===== src/rtl/uart_pkg.sv =====
// Shared UART framing constants and transmitter state type, also used by the receive path.
package uart_pkg;

    localparam int   UART_DATA_BITS      = 8;
    localparam logic START_BIT           = 1'b0;
    localparam logic STOP_BIT            = 1'b1;
    localparam logic IDLE_LEVEL          = 1'b1;
    localparam int   DEFAULT_CLK_PER_BIT = 434;
    localparam int   DEFAULT_FIFO_DEPTH  = 8;

    typedef enum logic [1:0] {
        IDLE,
        START,
        DATA,
        STOP
    } tx_state_t;

endpackage


===== src/rtl/sync_fifo.sv =====
// Single-clock FIFO with registered count/full/empty and a combinational head (dout) read.
module sync_fifo #(
    parameter int WIDTH = 8,
    parameter int DEPTH = 8
) (
    input  logic                   clk,
    input  logic                   reset,
    input  logic                   push,
    input  logic                   pop,
    input  logic [WIDTH-1:0]       din,
    output logic [WIDTH-1:0]       dout,
    output logic [$clog2(DEPTH):0] count,
    output logic                   full,
    output logic                   empty
);

    localparam int AW = $clog2(DEPTH);
    localparam int CW = AW + 1;

    logic [WIDTH-1:0] mem [DEPTH];
    logic [AW-1:0]    wr_ptr;
    logic [AW-1:0]    rd_ptr;
    logic             do_push;
    logic             do_pop;
    logic [CW-1:0]    count_next;

    assign do_push = push && (count < CW'(DEPTH));
    assign do_pop  = pop && (count != '0);
    assign dout    = mem[rd_ptr];

    always_comb begin
        count_next = count;
        if (do_push && !do_pop) begin
            count_next = count + 1'b1;
        end else if (!do_push && do_pop) begin
            count_next = count - 1'b1;
        end
    end

    // Flags are registered from the next count so downstream ready is a clean flop.
    always_ff @(posedge clk or posedge reset) begin
        if (reset) begin
            wr_ptr <= '0;
            rd_ptr <= '0;
            count  <= '0;
            full   <= 1'b0;
            empty  <= 1'b1;
        end else begin
            if (do_push) begin
                wr_ptr <= wr_ptr + 1'b1;
            end
            if (do_pop) begin
                rd_ptr <= rd_ptr + 1'b1;
            end
            count <= count_next;
            full  <= (count_next == CW'(DEPTH));
            empty <= (count_next == '0);
        end
    end

    always_ff @(posedge clk) begin
        if (do_push) begin
            mem[wr_ptr] <= din;
        end
    end

endmodule


===== src/rtl/uart_tx_buffered.sv =====
// 8N1 UART transmitter fed by a byte FIFO; frames are sent back-to-back while bytes are queued.
module uart_tx_buffered
    import uart_pkg::*;
#(
    parameter int CLK_PER_BIT = DEFAULT_CLK_PER_BIT,
    parameter int FIFO_DEPTH  = DEFAULT_FIFO_DEPTH
) (
    input  logic                        clk,
    input  logic                        reset,
    input  logic [7:0]                  data_in,
    input  logic                        data_valid,
    output logic                        data_ready,
    output logic                        tx,
    output logic                        busy,
    output logic [$clog2(FIFO_DEPTH):0] fifo_count
);

    localparam int CNT_W = $clog2(CLK_PER_BIT);
    localparam int IDX_W = $clog2(UART_DATA_BITS);
    localparam int CW    = $clog2(FIFO_DEPTH) + 1;
    localparam logic [CNT_W-1:0] CNT_LAST = CNT_W'(CLK_PER_BIT - 1);
    localparam logic [IDX_W-1:0] IDX_LAST = IDX_W'(UART_DATA_BITS - 1);

    tx_state_t                 state;
    logic [CNT_W-1:0]          baud_cnt;
    logic [IDX_W-1:0]          bit_idx;
    logic [UART_DATA_BITS-1:0] shift_reg;
    logic [7:0]                fifo_dout;
    logic                      fifo_full;
    logic                      fifo_empty;
    logic                      push;
    logic                      pop;
    logic                      bit_end;
    logic                      fifo_nz_next;

    // Handshake: a byte transfers on the rising edge where data_valid && data_ready.
    assign data_ready   = !fifo_full;
    assign push         = data_valid && data_ready;
    assign bit_end      = (baud_cnt == CNT_LAST);
    assign pop          = !fifo_empty && ((state == IDLE) || ((state == STOP) && bit_end));
    assign fifo_nz_next = push || (fifo_count > CW'(pop));

    sync_fifo #(
        .WIDTH(8),
        .DEPTH(FIFO_DEPTH)
    ) u_fifo (
        .clk  (clk),
        .reset(reset),
        .push (push),
        .pop  (pop),
        .din  (data_in),
        .dout (fifo_dout),
        .count(fifo_count),
        .full (fifo_full),
        .empty(fifo_empty)
    );

    always_ff @(posedge clk or posedge reset) begin
        if (reset) begin
            state     <= IDLE;
            baud_cnt  <= '0;
            bit_idx   <= '0;
            shift_reg <= '0;
            tx        <= IDLE_LEVEL;
            busy      <= 1'b0;
        end else begin
            busy <= 1'b1;
            case (state)
                IDLE: begin
                    if (pop) begin
                        shift_reg <= fifo_dout;
                        baud_cnt  <= '0;
                        tx        <= START_BIT;
                        state     <= START;
                    end else begin
                        tx   <= IDLE_LEVEL;
                        busy <= fifo_nz_next;
                    end
                end
                START: begin
                    if (bit_end) begin
                        baud_cnt <= '0;
                        bit_idx  <= '0;
                        tx       <= shift_reg[0];
                        state    <= DATA;
                    end else begin
                        baud_cnt <= baud_cnt + 1'b1;
                    end
                end
                DATA: begin
                    if (bit_end) begin
                        baud_cnt <= '0;
                        if (bit_idx == IDX_LAST) begin
                            tx    <= STOP_BIT;
                            state <= STOP;
                        end else begin
                            bit_idx   <= bit_idx + 1'b1;
                            shift_reg <= shift_reg >> 1;
                            tx        <= shift_reg[1];
                        end
                    end else begin
                        baud_cnt <= baud_cnt + 1'b1;
                    end
                end
                STOP: begin
                    if (bit_end) begin
                        baud_cnt <= '0;
                        // A queued byte starts its frame on the very next cycle, no idle gap.
                        if (pop) begin
                            shift_reg <= fifo_dout;
                            tx        <= START_BIT;
                            state     <= START;
                        end else begin
                            tx    <= IDLE_LEVEL;
                            state <= IDLE;
                            busy  <= fifo_nz_next;
                        end
                    end else begin
                        baud_cnt <= baud_cnt + 1'b1;
                    end
                end
                default: begin
                    tx    <= IDLE_LEVEL;
                    state <= IDLE;
                end
            endcase
        end
    end

endmodule


===== config.mk =====
export PLATFORM = sky130hd
export DESIGN_NAME = uart_tx_buffered
export DESIGN_NICKNAME = d
export VERILOG_FILES = /design/src/rtl/uart_pkg.sv /design/src/rtl/sync_fifo.sv /design/src/rtl/uart_tx_buffered.sv
export SDC_FILE = /design/constraint.sdc
export NUM_CORES = 1
export LEC_CHECK = 0
export CAP_MARGIN = 20
export CORE_MARGIN = 1.5
export CORE_UTILIZATION = 35
export DETAILED_ROUTE_END_ITERATION = 6
export PLACE_DENSITY_LB_ADDON = 0.3
export SYNTH_ARGS = -nofsm -noshare
export SYNTH_HDL_FRONTEND = slang
export SYNTH_HIERARCHICAL = 1
export SYNTH_SLANG_ARGS = --single-unit

===== constraint.sdc =====
create_clock -name clk -period 2.91 [get_ports clk]
set_clock_uncertainty 0.15 [all_clocks]
set_input_delay 0.582 -clock clk [delete_from_list [all_inputs] [get_ports clk]]
set_output_delay 0.582 -clock clk [all_outputs]
set_load 0.02 [all_outputs]

==> results of run 1 <==
==> Yosys cell counts, types with 5 or more instances <==
cell      count
a22o_1        6
clkbuf_1      6
dfrtp_1      34
edfxtp_1     64
ha_1         14
inv_1        15
mux2_2       11
mux4_2       16
nand2_1      19
nand2b_1      9
nand3_1       5
nor2_1       18
o21ai_0      19
o221a_1       5
==> area by class of cell <==
cell class / count / area [sq um] / area share
clock buffer: 10 / 229 / 0.0430
sequential: 100 / 2830 / 0.531
tap: 172 / 215 / 0.0404
clock inverter: 6 / 55.1 / 0.0103
multi-input combinational: 192 / 1640 / 0.308
timing repair buffer: 35 / 305 / 0.0573
inverter: 15 / 56.3 / 0.0106
==> final timing paths <==
path                                  startpoint               end  slack [ns]  cells past startpoint
worst max-delay path                 baud_cnt[2]      u_fifo/empty        0.30                      7
worst min-delay path            u_fifo/wr_ptr[2]  u_fifo/wr_ptr[2]        0.34                      1
worst max register to register       baud_cnt[2]      u_fifo/empty        0.30                      7
worst min register to register  u_fifo/wr_ptr[2]  u_fifo/wr_ptr[2]        0.34                      1
max in group asynchronous                  reset      u_fifo/empty        1.83                      2
min in group asynchronous                  reset       u_fifo/full        0.43                      2
==> stage by stage <==
step	setup slack, ns	instances	hold WS, ns	instance area (sq um)	power (uW)
3_5_place_dp	0.326	514	0.327	5040	4100
5_1_grt	0.101	530	0.369	5330	5570
6_report	0.305	530	0.339	5330	5220
3_3_place_gp	0.356	514	0.325	5040	4060
2_1_floorplan	0.0531	319	0.296	4580	3530
4_1_cts	0.307	530	0.340	5330	5280
==> power by group <==
group	total (uW)	internal [uW]	switching, uW
Sequential	2090	1810	287
Clock	1160	600	555
Combinational	1970	1000	968
Total	5220	3410	1810
==> logic make-up after synthesis <==
family / count (synthesis) / share of synthesized area
adder cells (fa/ha/maj): 14 / 0.0383
AO/OA/AOI/OAI: 63 / 0.0990
multiplexers: 29 / 0.111
flip-flops: 100 / 0.617
AND/OR/NAND/NOR: 80 / 0.0984
buffers and inverters: 27 / 0.0246
XOR/XNOR: 6 / 0.0115
==> per-layer routing <==
| layer | part of all wire | vias to the layer above |
|---|---|---|
| met5 | 0 | - |
| met1 | 0.46 | 1340 |
| met2 | 0.51 | 29 |
| li1 | - | 1292 |
| met3 | 0.024 | 7 |
| met4 | 0.012 | 0 |
==> critical path, stage by stage (launching register included) <==
cell and delay, ns:
dfrtp_1 0.44, or4b_1 0.58, o32ai_2 0.34, nor4b_1 0.33
mux2i_1 0.25, o21a_1 0.16, inv_1 0.05, a211oi_1 0.22
==> metrics.yaml, run 1 <==
layout_common_cells: "edfxtp_1 (64), dfrtp_1 (34), o21ai_0 (19), nand2_1 (19)"
critPathArrivalTime_ns: 2.72
path_clk_slew_ns: 0.07
grt_use_met2: 0.220
utilization: 0.420
fin_crit_ns: 2.61
hp-class: "register to register"
die_h_um: 117
seq_area_frac_synth: 0.617
numCtsBuffers: 9
power.density_mw_per_mm2: 980
clock.fmax_mhz: 384
layout_commonest_cell: "edfxtp_1"
cp_max_fo: 7
rows: 41
drc_errors: 0
worstSetupStartpointType: "register"
cts.path.max_buffers: 2
post_cts_buffers: 0
tns_ns: 0
yosys_warnings: 6
yosysTopAreaCell: "edfxtp_1"
grt.busiest_layer: "met2"
start_util: 0.361
finalSetupViolations: 0
vias: 2668
grt_max_degree: 25
clock_latency_ns: 0.35
coreArea_sq_mm: 0.0127
synth_edf_count: 64
synthCells: 319
n_fill_cell: 1179
die_w_um: 117
io_pins: 18
syn_to_final_growth_pct: 16.3
hpwl_um: 5600
antenna_found_initial: 0
rsz0062_at_grt: "no"
syn_area_per_cell_sq_um: 14.3
crit_type: "register to register"
cts_hold_buf: 0
required_ns: 3.02
vias_per_cell: 5.03
cts.root.buffer_cell: "clkbuf_16"
synth.distinct_cells: 53
grt.total_usage: 0.133
initialDrtViolationCount: 165
global_route.usage.met3: 0.0336
end_kind: "register"
dieArea_sq_mm: 0.0138
synthFlopType: "edfxtp_1"
status: "finished, final reports clean"
drive_above_1_share: 0.198
peakVddDrop_uv: 492
largest_reg_flops: 64
grt_util_met1: 0.173
synth-seq-cells: 100
grt_overflow: 0
grt_pass1_wl_um: 14200
fin_nets: 378
synthTopCellsByArea: "edfxtp_1 (42%), dfrtp_1 (19%), mux4_2 (7.9%)"
synth_top_area_share: 0.420
synth_nets: 344
gp_congestion: 0.829
htree_levels: 3
cts_tree: "built"
grt_pass1_vias: 2720
ant_nets: 0
period_share: 0.895
p_leak_uw: 0.00195
slew-limit-headroom: 0.452
drv_cap: 0
async_flop_share: 0.360
io_buffer_count: 17
ctsResizeCount: 0
antennaDiodeCount: 0
totalWireLength_um: 8600
syn_area_sq_mm: 0.00458
finalMaxSlewViolations: 0
first_pass_iters: 4
wl_per_cell_um: 16.2
cts_sinks: 100
hold_violations: 0
worstMarginPinSlew_ns: 0.822
No activity file was read; power rests on OpenSTA's default activity.
==> run 2: changes to the inputs <==
--- a/config.mk
+++ b/config.mk
@@ -5,10 +5,12 @@
 export SDC_FILE = /design/constraint.sdc
 export NUM_CORES = 1
 export LEC_CHECK = 0
+export ABC_CLOCK_PERIOD_IN_PS = 2910
 export CAP_MARGIN = 20
 export CORE_MARGIN = 1.5
-export CORE_UTILIZATION = 35
+export CORE_UTILIZATION = 54
 export DETAILED_ROUTE_END_ITERATION = 6
+export HOLD_SLACK_MARGIN = 0.03
 export PLACE_DENSITY_LB_ADDON = 0.3
 export SYNTH_ARGS = -nofsm -noshare
 export SYNTH_HDL_FRONTEND = slang
==> metrics.yaml, run 2 (synthesis gave the netlist of run 1 again) <==
status: "finished, final reports clean"
htree_levels: 3
fin_crit_ns: 2.61
coreArea_sq_mm: 0.00822
post_cts_buffers: 0
antenna_found_initial: 0
hpwl_um: 5600
path_clk_slew_ns: 0.10
dieArea_sq_mm: 0.00904
max_stage_delay_ns: 0.59
crit_chain: "or4b_1 -> o32ai_2 -> buf_4 -> a21oi_1 -> or4_4 -> a211oi_1"
largest_reg_flops: 64
period_share: 0.897
critPathBufInv: 1
grt_pass1_wl_um: 13600
critical_path.top_delay_family: "simple AND/OR/NAND/NOR gates"
wl_per_cell_um: 17.9
die_w_um: 95.1
n_fill_cell: 610
cts_sinks: 100
layout_commonest_cell: "edfxtp_1"
p_total_uw: 5010
numCtsBuffers: 9
drive_above_1_share: 0.196
hold_violations: 0
cts_tree: "built"
critPathArrivalTime_ns: 2.74
rr_worst_depth: 6
finalSetupViolations: 0
ctsResizeCount: 0
rrSetupSlack_ns: 0.30
cts_hold_buf: 0
grt_overflow: 0
io_buffer_count: 17
drv_cap: 0
vias: 2705
grt.total_usage: 0.208
vias_per_cell: 5.84
finalMaxSlewViolations: 0
syn_to_final_growth_pct: 13.0
hp-class: "register to register"
worstMarginPinSlew_ns: 0.744
grt_pass1_vias: 2607
tns_ns: 0
totalWireLength_um: 8300
end_kind: "register"
ant_nets: 0
crit_type: "register to register"
cp_max_fo: 19
r2r-end: "u_fifo/empty"
first_pass_iters: 4
drc_errors: 0
timing.rr.start: "baud_cnt[2]"
clock_latency_ns: 0.37
layout_common_cells: "edfxtp_1 (64), dfrtp_1 (34), o21ai_0 (19), nand2_1 (19)"
hold_depth: 1
start_util: 0.557
p_leak_uw: 0.00192
cts.root.buffer_cell: "clkbuf_8"
slew-limit-headroom: 0.504
clock.fmax_mhz: 383
hold_end: "u_fifo/wr_ptr[2]"
initialDrtViolationCount: 101
die_h_um: 95.1
cts.path.max_buffers: 2
antennaDiodeCount: 0
rows: 33
rsz0062_at_grt: "no"
worstSetupStartpointType: "register"
grt_max_degree: 25
crit_slowest_cell: "or4b_1"
power.density_mw_per_mm2: 968
io_pins: 18
gp_congestion: 0.764
required_ns: 3.04
min_from: "u_fifo/wr_ptr[2]"
peakVddDrop_uv: 622
fin_nets: 378
run 2: cell count changes in the layout (fill, tap and decap cells not counted):
cell	previous run	this run
clkbuf_16	9	0
clkbuf_8	0	9
inv_6	1	2
clkinv_1	0	1
bufinv_16	0	2
inv_8	3	0
clkinvlp_4	1	0
run 2: worst reg2reg max path, delay by kind of cell (launching register included):
kind                   cells  cell delay (ns)
DFF                        1             0.44
and+or+nand+nor            2             1.03
buffers and inverters      1             0.26
AOI/OAI and AO/OA          3             0.65
run 2: metrics by stage:
step | instances | setup WS (ns) | utilization | instance area, sq um | hold slack (ns)
floorplan | 319 | 0.0531 | - | 4580 | 0.296
global placement | 447 | 0.386 | 0.603 | 4960 | 0.331
detailed placement | 447 | 0.331 | 0.603 | 4960 | 0.341
CTS | 463 | 0.304 | 0.629 | 5170 | 0.354
global route | 463 | 0.210 | 0.629 | 5170 | 0.379
finish | 463 | 0.301 | 0.629 | 5170 | 0.355
run 2: per-layer routing:
layer,up-vias,share of wire,track usage
met2,36,0.52,0.347
met1,1372,0.44,0.270
met3,6,0.033,0.0383
met4,0,0.0080,0.0821
met5,-,0,0
li1,1291,-,-
run 2: final cells by class:
| class | count | area [sq um] | area share |
|---|---|---|---|
| Sequential cell | 100 | 2830 | 0.546 |
| Multi-Input combinational cell | 192 | 1640 | 0.317 |
| Timing Repair Buffer | 35 | 305 | 0.0590 |
| Tap cell | 105 | 131 | 0.0254 |
| Clock buffer | 10 | 128 | 0.0247 |
| Clock inverter | 6 | 86.3 | 0.0167 |
| Inverter | 15 | 56.3 | 0.0109 |
run 2: power by group:
group | internal, uW | switching [uW]
clock | 487 | 476
sequential | 1800 | 347
combinational | 994 | 901
run 2: how the worst max path moves through the flow:
stage / depth (start not counted) / slack, ns / startpoint / to
after floorplan: 7 / 0.05 / baud_cnt[2] / u_fifo/empty
after global placement: 6 / 0.39 / baud_cnt[2] / u_fifo/empty
after detailed placement: 6 / 0.33 / baud_cnt[2] / u_fifo/empty
after CTS: 6 / 0.30 / baud_cnt[2] / u_fifo/empty
after global routing: 9 / 0.21 / state[0] / u_fifo/empty
final: 6 / 0.30 / baud_cnt[2] / u_fifo/empty
==> run 3: changes to the inputs <==
--- a/config.mk
+++ b/config.mk
@@ -7,12 +7,14 @@
 export LEC_CHECK = 0
 export ABC_CLOCK_PERIOD_IN_PS = 2910
 export CAP_MARGIN = 20
+export CELL_PAD_IN_SITES_DETAIL_PLACEMENT = 1
+export CELL_PAD_IN_SITES_GLOBAL_PLACEMENT = 2
 export CORE_MARGIN = 1.5
-export CORE_UTILIZATION = 54
+export CORE_UTILIZATION = 40
 export DETAILED_ROUTE_END_ITERATION = 6
 export HOLD_SLACK_MARGIN = 0.03
 export PLACE_DENSITY_LB_ADDON = 0.3
 export SYNTH_ARGS = -nofsm -noshare
 export SYNTH_HDL_FRONTEND = slang
-export SYNTH_HIERARCHICAL = 1
 export SYNTH_SLANG_ARGS = --single-unit
+export TNS_END_PERCENT = 5
==> metrics.yaml, run 3 <==
timing.rr.start: "state[0]"
finalInstanceArea_sq_mm: 0.00525
seq_area_frac_synth: 0.624
vias: 2578
min_from: "tx"
syn_area_per_cell_sq_um: 14.8
final_cells: 483
drc_errors: 0
hold_depth: 2
hold_end: "tx"
cts_hold_buf: 0
synthFlopType: "edfxtp_1"
vias_per_cell: 5.34
yosys_warnings: 0
clock.fmax_mhz: 417
coreArea_sq_mm: 0.0109
placed_area_sq_mm: 0.00492
dp.cells: 467
antenna_found_initial: 0
largest_reg_flops: 64
gp_congestion: 0.766
yosysTopAreaCell: "edfxtp_1"
crit_type: "register to register"
post_cts_buffers: 0
start_util: 0.414
grt.total_usage: 0.177
numCtsBuffers: 9
initialDrtViolationCount: 155
first_pass_iters: 4
path_clk_slew_ns: 0.08
cts_tree: "built"
period_share: 0.824
hp-class: "register to register"
setup_ws_ns: 0.513
rows: 38
critPathArrivalTime_ns: 2.52
netlist_top_cells_count: "edfxtp_1 (64), dfrtp_1 (34), nand2_1 (23), o21ai_0 (22), mux4_2 (16)"
rr_worst_depth: 8
synthTopCellsByArea: "edfxtp_1 (42%), dfrtp_1 (19%), mux4_2 (8.0%)"
worstMarginPinSlew_ns: 0.727
clock_latency_ns: 0.36
drive_above_1_share: 0.213
ctsResizeCount: 0
fin_nets: 364
place_ws_ns: 0.319
drv_cap: 0
layout_common_cells: "edfxtp_1 (64), dfrtp_1 (34), nand2_1 (23)"
grt_pass1_vias: 2660
die_w_um: 109
dieArea_sq_mm: 0.0120
synth_nets: 333
status: "finished, final reports clean"
grt_overflow: 0
totalWireLength_um: 9470
cts.root.buffer_cell: "clkbuf_16"
cp_max_fo: 7
rrSetupSlack_ns: 0.51
end_kind: "register"
cts.path.max_buffers: 2
required_ns: 3.03
power.density_mw_per_mm2: 646
synthCells: 307
hpwl_um: 6630
syn_to_final_growth_pct: 15.8
synth_edf_count: 64
io_pins: 18
rsz0062_at_grt: "no"
hold_violations: 0
yosysMostFrequentCell: "edfxtp_1"
die_h_um: 109
htree_levels: 3
antennaDiodeCount: 0
cts_sinks: 100
peakVddDrop_uv: 459
grt_max_degree: 37
grt_pass1_wl_um: 15000
syn_area_sq_mm: 0.00453
tns_ns: 0
finalMaxSlewViolations: 0
synth_top_area_share: 0.424
p_leak_uw: 0.00187
r2r-end: "busy"
p_total_uw: 3390
worstSetupStartpointType: "register"
layout_commonest_cell: "edfxtp_1"
async_flop_share: 0.360
wl_per_cell_um: 19.6
fin_crit_ns: 2.40
io_buffer_count: 17
synth-seq-cells: 100
synth.distinct_cells: 52
finalSetupViolations: 0
ant_nets: 0
slew-limit-headroom: 0.515
==> run 3: per-layer routing <==
metal  GRT usage  wire length [um]  vias to the layer above
li1            -                 -                     1228
met2       0.253              4200                       34
met1       0.258              4750                     1303
met4      0.0529               129                        0
met3      0.0545               389                       13
met5           0                 0                        -
==> run 3: cell families (layout without fill, tap and decap cells) <==
family                     count (synthesis)  after routing  share of synthesized area
buffers and inverters                     20             56                     0.0204
adders and majority gates                 15             15                     0.0414
muxes                                     35             35                      0.124
DFF                                      100            100                      0.624
AOI/OAI and AO/OA                         56             56                     0.0898
xor gates and xnor gates                   7              7                     0.0135
and+or+nand+nor                           74             74                     0.0870
==> run 3: how the worst max path moves through the flow <==
stage | from | to | slack (ns) | cells after the start
after floorplan | data_valid | u_fifo.mem[0][0] | 0.56 | 4
after global placement | data_valid | u_fifo.mem[0][6] | 0.33 | 6
after detailed placement | data_valid | u_fifo.mem[0][0] | 0.32 | 6
after CTS | state[0] | busy | 0.45 | 8
after global routing | state[0] | busy | 0.32 | 8
final | state[0] | busy | 0.51 | 8
==> run 3: critical path: stages, from the launching register on <==
cell and delay (ns):
dfrtp_1 0.42, ha_1 0.30, nor2b_2 0.20, a31oi_4 0.31, clkinv_4 0.16, ha_1 0.30, o2111ai_1 0.22, a21oi_1 0.06
o21bai_1 0.17
==> run 3: area by class of cell <==
class	count	area (sq um)
tap	140	175
timing repair buffer	30	268
sequential	100	2830
clock inverter	7	97.6
clock buffer	9	225
fill	1080	5690
inverter	10	42.5
multi-input combinational	187	1610
==> run 3: metrics by stage <==
step	hold slack, ns	util
floorplan	0.295	-
global route	0.351	0.480
finish	0.335	0.480
detailed placement	0.319	0.450
global placement	0.323	0.450
CTS	0.337	0.480
==> run 3: power by group <==
group          internal [uW]  switching, uW
logic                    191            213
registers               1600            104
clock network            697            589
